--- config.mk ---
export PLATFORM = sky130hd
export DESIGN_NAME = rv32i_trap_ctrl
export DESIGN_NICKNAME = d
export VERILOG_FILES = /design/src/rtl/rv32i_trap_ctrl.sv
export SDC_FILE = /design/constraint.sdc
export NUM_CORES = 1
export LEC_CHECK = 0
export ABC_AREA = 1
export ABC_CLOCK_PERIOD_IN_PS = 6400
export CORE_AREA = 4 4 167 104
export DETAILED_ROUTE_END_ITERATION = 10
export DIE_AREA = 0 0 171 108
export PLACE_DENSITY = 0.93
export SYNTH_ARGS = -nofsm -noshare
export SYNTH_HDL_FRONTEND = slang
export SYNTH_SLANG_ARGS = --single-unit
--- constraint.sdc ---
create_clock -name clk -period 6.4 [get_ports clk]
set_input_delay 0.96 -clock clk [delete_from_list [all_inputs] [get_ports clk]]
set_output_delay 0.96 -clock clk [all_outputs]
set_load 0.02 [all_outputs]
--- src/rtl/rv32i_trap_ctrl.sv ---
// rv32i_trap_ctrl: trap sequencer feeding the CSR file trap interface.
// Arbitrates mem/ex exceptions, MRET and synchronized machine interrupts,
// drains the pipeline, pulses the CSR trigger and then redirects fetch.
// Optional macro TRAP_VECTORED_EN: vectored interrupt dispatch when
// mtvec_in[1:0] == 2'b01 (exceptions always use the mtvec base).
module rv32i_trap_ctrl #(
   parameter int DRAIN_CYCLES    = 2,
   parameter int IRQ_SYNC_STAGES = 2
) (
   input  logic        clk,
   input  logic        rst,
   input  logic        ex_valid,
   input  logic [31:0] ex_pc,
   input  logic [31:0] ex_instr,
   input  logic        ex_illegal,
   input  logic        ex_ecall,
   input  logic        ex_ebreak,
   input  logic        ex_mret,
   input  logic        mem_valid,
   input  logic [31:0] mem_pc,
   input  logic        mem_load_misaligned,
   input  logic        mem_store_misaligned,
   input  logic [31:0] mem_addr,
   input  logic        irq_timer,
   input  logic        irq_external,
   input  logic        mstatus_mie,
   input  logic [31:0] mie_in,
   input  logic [31:0] mtvec_in,
   input  logic [31:0] mepc_in,
   output logic        exception_trigger,
   output logic [31:0] exception_cause,
   output logic [31:0] exception_pc,
   output logic [31:0] exception_value,
   output logic        mret_trigger,
   output logic        pipe_flush,
   output logic        redirect_valid,
   output logic [31:0] redirect_pc
);

   typedef enum logic [1:0] {S_IDLE, S_DRAIN, S_COMMIT, S_REDIRECT} state_t;

   localparam logic [3:0] DRAIN_INIT = 4'(DRAIN_CYCLES - 1);

   state_t                     state_q;
   logic [3:0]                 cnt_q;
   logic                       is_mret_q;
   logic                       is_irq_q;
   logic                       exc_trig_q;
   logic                       mret_trig_q;
   logic                       flush_q;
   logic                       redir_vld_q;
   logic [31:0]                cause_q;
   logic [31:0]                pc_q;
   logic [31:0]                value_q;
   logic [31:0]                redir_pc_q;
   logic [IRQ_SYNC_STAGES-1:0] tmr_sync_q;
   logic [IRQ_SYNC_STAGES-1:0] ext_sync_q;

   logic                       tmr_sync;
   logic                       ext_sync;
   logic                       ext_pend;
   logic                       tmr_pend;
   logic                       req_d;
   logic                       req_mret_d;
   logic                       req_irq_d;
   logic [31:0]                cause_d;
   logic [31:0]                pc_d;
   logic [31:0]                value_d;
   logic [31:0]                trap_target;
   logic                       unused_ok;

   // Shift the asynchronous interrupt levels into the clock domain.
   always_ff @(posedge clk or posedge rst) begin
      if (rst) begin
         tmr_sync_q <= '0;
         ext_sync_q <= '0;
      end else begin
         tmr_sync_q <= {tmr_sync_q[IRQ_SYNC_STAGES-2:0], irq_timer};
         ext_sync_q <= {ext_sync_q[IRQ_SYNC_STAGES-2:0], irq_external};
      end
   end

   assign tmr_sync = tmr_sync_q[IRQ_SYNC_STAGES-1];
   assign ext_sync = ext_sync_q[IRQ_SYNC_STAGES-1];
   assign ext_pend = mstatus_mie & ext_sync & mie_in[11];
   assign tmr_pend = mstatus_mie & tmr_sync & mie_in[7];

   // Fixed-priority arbitration of the requests seen while idle.
   always_comb begin
      req_d      = 1'b0;
      req_mret_d = 1'b0;
      req_irq_d  = 1'b0;
      cause_d    = 32'd0;
      pc_d       = 32'd0;
      value_d    = 32'd0;
      if (mem_valid && mem_store_misaligned) begin
         req_d   = 1'b1;
         cause_d = 32'd6;
         pc_d    = mem_pc;
         value_d = mem_addr;
      end else if (mem_valid && mem_load_misaligned) begin
         req_d   = 1'b1;
         cause_d = 32'd4;
         pc_d    = mem_pc;
         value_d = mem_addr;
      end else if (ex_valid && ex_illegal) begin
         req_d   = 1'b1;
         cause_d = 32'd2;
         pc_d    = ex_pc;
         value_d = ex_instr;
      end else if (ex_valid && ex_ebreak) begin
         req_d   = 1'b1;
         cause_d = 32'd3;
         pc_d    = ex_pc;
         value_d = ex_pc;
      end else if (ex_valid && ex_ecall) begin
         req_d   = 1'b1;
         cause_d = 32'd11;
         pc_d    = ex_pc;
      end else if (ex_valid && ex_mret) begin
         req_d      = 1'b1;
         req_mret_d = 1'b1;
      end else if (ex_valid && (ext_pend || tmr_pend)) begin
         req_d     = 1'b1;
         req_irq_d = 1'b1;
         cause_d   = ext_pend ? 32'h8000_000B : 32'h8000_0007;
         pc_d      = ex_pc;
      end
   end

   // Trap handler address: mtvec base, optionally offset by cause for interrupts.
   always_comb begin
      trap_target = {mtvec_in[31:2], 2'b00};
`ifdef TRAP_VECTORED_EN
      if (is_irq_q && (mtvec_in[1:0] == 2'b01))
         trap_target = {mtvec_in[31:2], 2'b00} + {25'd0, cause_q[4:0], 2'b00};
`else
      trap_target = {mtvec_in[31:2], 2'b00};
`endif
   end

   // Sequencer: IDLE -> DRAIN -> COMMIT -> REDIRECT -> IDLE, all outputs registered.
   always_ff @(posedge clk or posedge rst) begin
      if (rst) begin
         state_q     <= S_IDLE;
         cnt_q       <= 4'd0;
         is_mret_q   <= 1'b0;
         is_irq_q    <= 1'b0;
         exc_trig_q  <= 1'b0;
         mret_trig_q <= 1'b0;
         flush_q     <= 1'b0;
         redir_vld_q <= 1'b0;
         cause_q     <= 32'd0;
         pc_q        <= 32'd0;
         value_q     <= 32'd0;
         redir_pc_q  <= 32'd0;
      end else begin
         exc_trig_q  <= 1'b0;
         mret_trig_q <= 1'b0;
         redir_vld_q <= 1'b0;
         case (state_q)
            S_IDLE: begin
               if (req_d) begin
                  state_q   <= S_DRAIN;
                  cnt_q     <= DRAIN_INIT;
                  flush_q   <= 1'b1;
                  is_mret_q <= req_mret_d;
                  is_irq_q  <= req_irq_d;
                  // MRET leaves the last trap record untouched.
                  if (!req_mret_d) begin
                     cause_q <= cause_d;
                     pc_q    <= pc_d;
                     value_q <= value_d;
                  end
               end
            end
            S_DRAIN: begin
               if (cnt_q == 4'd0) begin
                  state_q     <= S_COMMIT;
                  exc_trig_q  <= !is_mret_q;
                  mret_trig_q <= is_mret_q;
               end else begin
                  cnt_q <= cnt_q - 4'd1;
               end
            end
            S_COMMIT: begin
               // Target is captured so it is presented together with redirect_valid.
               state_q     <= S_REDIRECT;
               redir_vld_q <= 1'b1;
               redir_pc_q  <= is_mret_q ? {mepc_in[31:2], 2'b00} : trap_target;
            end
            S_REDIRECT: begin
               state_q <= S_IDLE;
               flush_q <= 1'b0;
            end
            default: begin
               state_q <= S_IDLE;
               flush_q <= 1'b0;
            end
         endcase
      end
   end

   assign exception_trigger = exc_trig_q;
   assign exception_cause   = cause_q;
   assign exception_pc      = pc_q;
   assign exception_value   = value_q;
   assign mret_trigger      = mret_trig_q;
   assign pipe_flush        = flush_q;
   assign redirect_valid    = redir_vld_q;
   assign redirect_pc       = redir_pc_q;

   assign unused_ok = ^{mie_in[31:12], mie_in[10:8], mie_in[6:0],
                        mtvec_in[1:0], mepc_in[1:0], is_irq_q};

endmodule

==> impl_metrics.toml <==
[sta]
fmax_ghz = 0.2445
hold_slack_ns = 0.3457
layout_setup_ws_ns = 2.310
post-route-period-util_pct = 63.90
fin_tns_setup_ns = 0
finalCriticalPeriod_ns = 4.090
rsz0062_at_grt = "no"
finalMaxSlewViolations = 0
skew_ns = 0.01355
worstMarginPinSlew_ns = 1.188
relSlewSlack_pct = 20.73
finalHoldViolCount = 0
setup_viol = 0

[setup_path]
cpPeakStageDelay_ns = 0.82
worstPathRequired_ns = 6.69
reg2regPathDepth = 8
critical_path_buf_inv_count = 3
crit_fanout = 92
cp.depth = 10
crit_path_end_kind = "register"
r2r_setup_slack_ns = 3.75
startpoint_type = "input pin"
cp_slowest_cell = "buf_4"
path_cells = "clkdlybuf4s50_1, nand2_1, nand2_2, nor2_4, nand2_2, nand3_4, buf_4, nand2_1, inv_1, nor2_1"
crit_arrival_ns = 4.38
crit_family = "simple AND/OR/NAND/NOR gates"
crit_type = "in2reg"

[job]
max-cap-violations = 0

[logic_synthesis]
synth_compound_gate_area_share_pct = 10.15
yosysTopAreaCell = "dfrtp_1"
synth_xor_xnor_area_share_pct = 0.2677
netlist_top_cells_area = "dfrtp_1 44%, nand2_1 13%, nor2_1 7.7%, inv_1 6.7%, nand3_1 5.3%"
yosys_most_used_dff = "dfrtp_1"
synth_common_cells = "226 x nand2_1, 134 x nor2_1, 116 x inv_1"
synthAdderAreaFrac_pct = 1.338
muxShareOfSynthArea_pct = 0
ys_ff_latch = 114
synth.most_common_cell = "nand2_1"
synth_area_per_cell_um2 = 7.215
synth_top_family_by_area = "simple AND/OR/NAND/NOR gates"
synth_enable_flop_cells = 0
syn_inst = 907
syn_area_um2 = 6544
yosysSeqAreaShare_pct = 43.59
synthArstFlopShare_pct = 100.0
synth.top_cell.area_share_pct = 43.59
synth_cell_types = 27
synth-simple-area-share_pct = 29.85
ys_warn_count = 0

[floorplanning]
die_height_um = 108
row_count = 36
die-area_um2 = 18470
die_w_um = 171
io-pin-count = 369
core_um2 = 15950
start_util_pct = 41.04

[power_and_ir_drop]
p_leak_nw = 4.863
p_int_w = 0.002730
net-switching-power_w = 0.001926
pwr-share-seq_pct = 27.1
powerDensity_nw_per_um2 = 459.2
power.share.switching_pct = 41.36
power_frac_clock_pct = 22.1
peakVddDrop_mv = 0.2603
share_comb_of_total_power_pct = 50.8

[clocking]
tritoncts = "done"
cts_buffers = 17
htree_levels = 4
clkTransAtPathRegs_ns = 0.06
clk_path_buf_depth = 2
clock_latency_ns = 0.40
cts_setup_buffers = 0
clockRootBuffer = "clkbuf_16"
holdBufCountCts = 0
cts.sinks = 114
cts-resized-gates = 0

[cells_and_area]
drive_gt1_share_pct = 5.365
register_area_um2 = 2853
area_growth_pct = 54.93
post-route-util_pct = 63.58
n_antenna_cell = 0
multi_input_area_um2 = 2841
nets = 1424
nFillCells = 1319

[global_route]
grt_max_degree = 93
grt.overflow.total = 0
grt_pass1_vias = 6682
grt_pass1_wl_um = 36550
antenna_found_initial = 0
grtUsageTotal_pct = 25.36

[route]
via_per_inst = 4.963
wl_um = 24570
num_vias = 6958
dr.pass1.iters = 5
final_antenna_net_count = 0
drc = 0
post_drt_wl_per_cell_um = 17.52
drt_iter0_drc = 684

[placed_design]
numPortBuffers = 305
dp.final_hpwl_um = 18100
pre_cts_slack_ns = 1.938
place.gp.congestion = 0.9087

[hold_path]
hold_path.class = "reg2reg"
whs_path_depth = 0

[status]
status = "finished clean"
cell usage in the layout (no fill, tap or decap):
cell and instances:
clkinv_2 2, a21boi_0 1, clkbuf_16 17, nor3_1 2, nand3_4 1, ha_2 1, nor2_4 1, nand2_1 226
dfrtp_1 114, clkinvlp_4 3, o31ai_1 1, xnor2_1 2, nor2_1 134, nand3_1 69, inv_6 1, clkinv_4 2
a21oi_1 1, inv_4 1, inv_2 2, o21ai_2 17, nand2_2 3, ha_1 6, o21bai_1 1, nand4_1 33
clkdlybuf4s50_1 305, bufinv_16 4, o21ai_0 40, o21ai_1 20, inv_1 114, a31oi_1 30, clkbuf_1 1, clkbuf_8 2
conb_1 29, buf_4 7
routing by layer:
metal	up-vias	track usage, %	share of wire, %
met4	0	7.236	2.0
met3	36	5.919	8.7
met5	-	0	0
li1	3352	-	-
met1	3240	34.79	42
met2	330	40.48	47
metrics by stage:
step                      cells  power, W  instance area, um2
after CTS                  1402  0.004670               10140
after detailed placement   1370  0.003626                9503
after floorplan             935  0.002605                6649
after global routing       1402  0.004937               10140
after global placement     1370  0.003527                9503
final                      1402  0.004656               10140
power groups by stage:
| stage | Clock, W | Combinational (W) | Sequential (W) |
|---|---|---|---|
| 6_report | 0.00103 | 0.00236 | 0.00126 |
| 5_1_grt | 0.00107 | 0.00257 | 0.00130 |
| 4_1_cts | 0.00104 | 0.00237 | 0.00126 |
| 3_5_place_dp | 0 | 0.00236 | 0.00126 |
| 3_3_place_gp | 0 | 0.00228 | 0.00124 |
| 2_1_floorplan | 0 | 0.000985 | 0.00162 |
area by class of cell:
type                    count  share of cell area [%]
multi-input cells         618                   28.03
well taps                 209                   2.579
clock buffers              20                   4.504
repair buffers            312                   30.63
flip-flops and latches    114                   28.14
clock inverters            12                   1.765
inverters                 117                   4.356
sequential cells by signal (all words and copies together) (netlist names):
register / cells
tmr_sync_q: 2
state_q: 2
mret_trigger: 1
is_mret_q: 1
pipe_flush: 1
ext_sync_q: 2
exception_cause: 5
cnt_q: 4
exception_pc: 32
redirect_pc: 30
redirect_valid: 1
exception_value: 32
exception_trigger: 1
cell families after synthesis:
group                      after synthesis
AOI/OAI and AO/OA                      111
xor gates and xnor gates                 2
adders and majority gates                7
buffers and inverters                  203
DFF                                    114
other                                    1
and+or+nand+nor                        469
worst reg2reg max path, cell delays in order (launching register included):
cell and delay [ns]:
dfrtp_1 0.43, inv_1 0.13, ha_1 0.22, buf_4 0.29, nand3_4 0.26, buf_4 0.83, nand2_1 0.22, inv_1 0.11
nor2_1 0.05
worst paths after layout:
kind                          startpoint               end
setup / recovery               mem_valid   exception_pc[9]
hold / removal             tmr_sync_q[0]     tmr_sync_q[1]
setup reg to reg              state_q[0]   exception_pc[9]
hold reg to reg            tmr_sync_q[0]     tmr_sync_q[1]
max in group asynchronous            rst  exception_pc[14]
min in group asynchronous            rst   redirect_pc[11]
No activity file was read; power rests on OpenSTA's default activity.
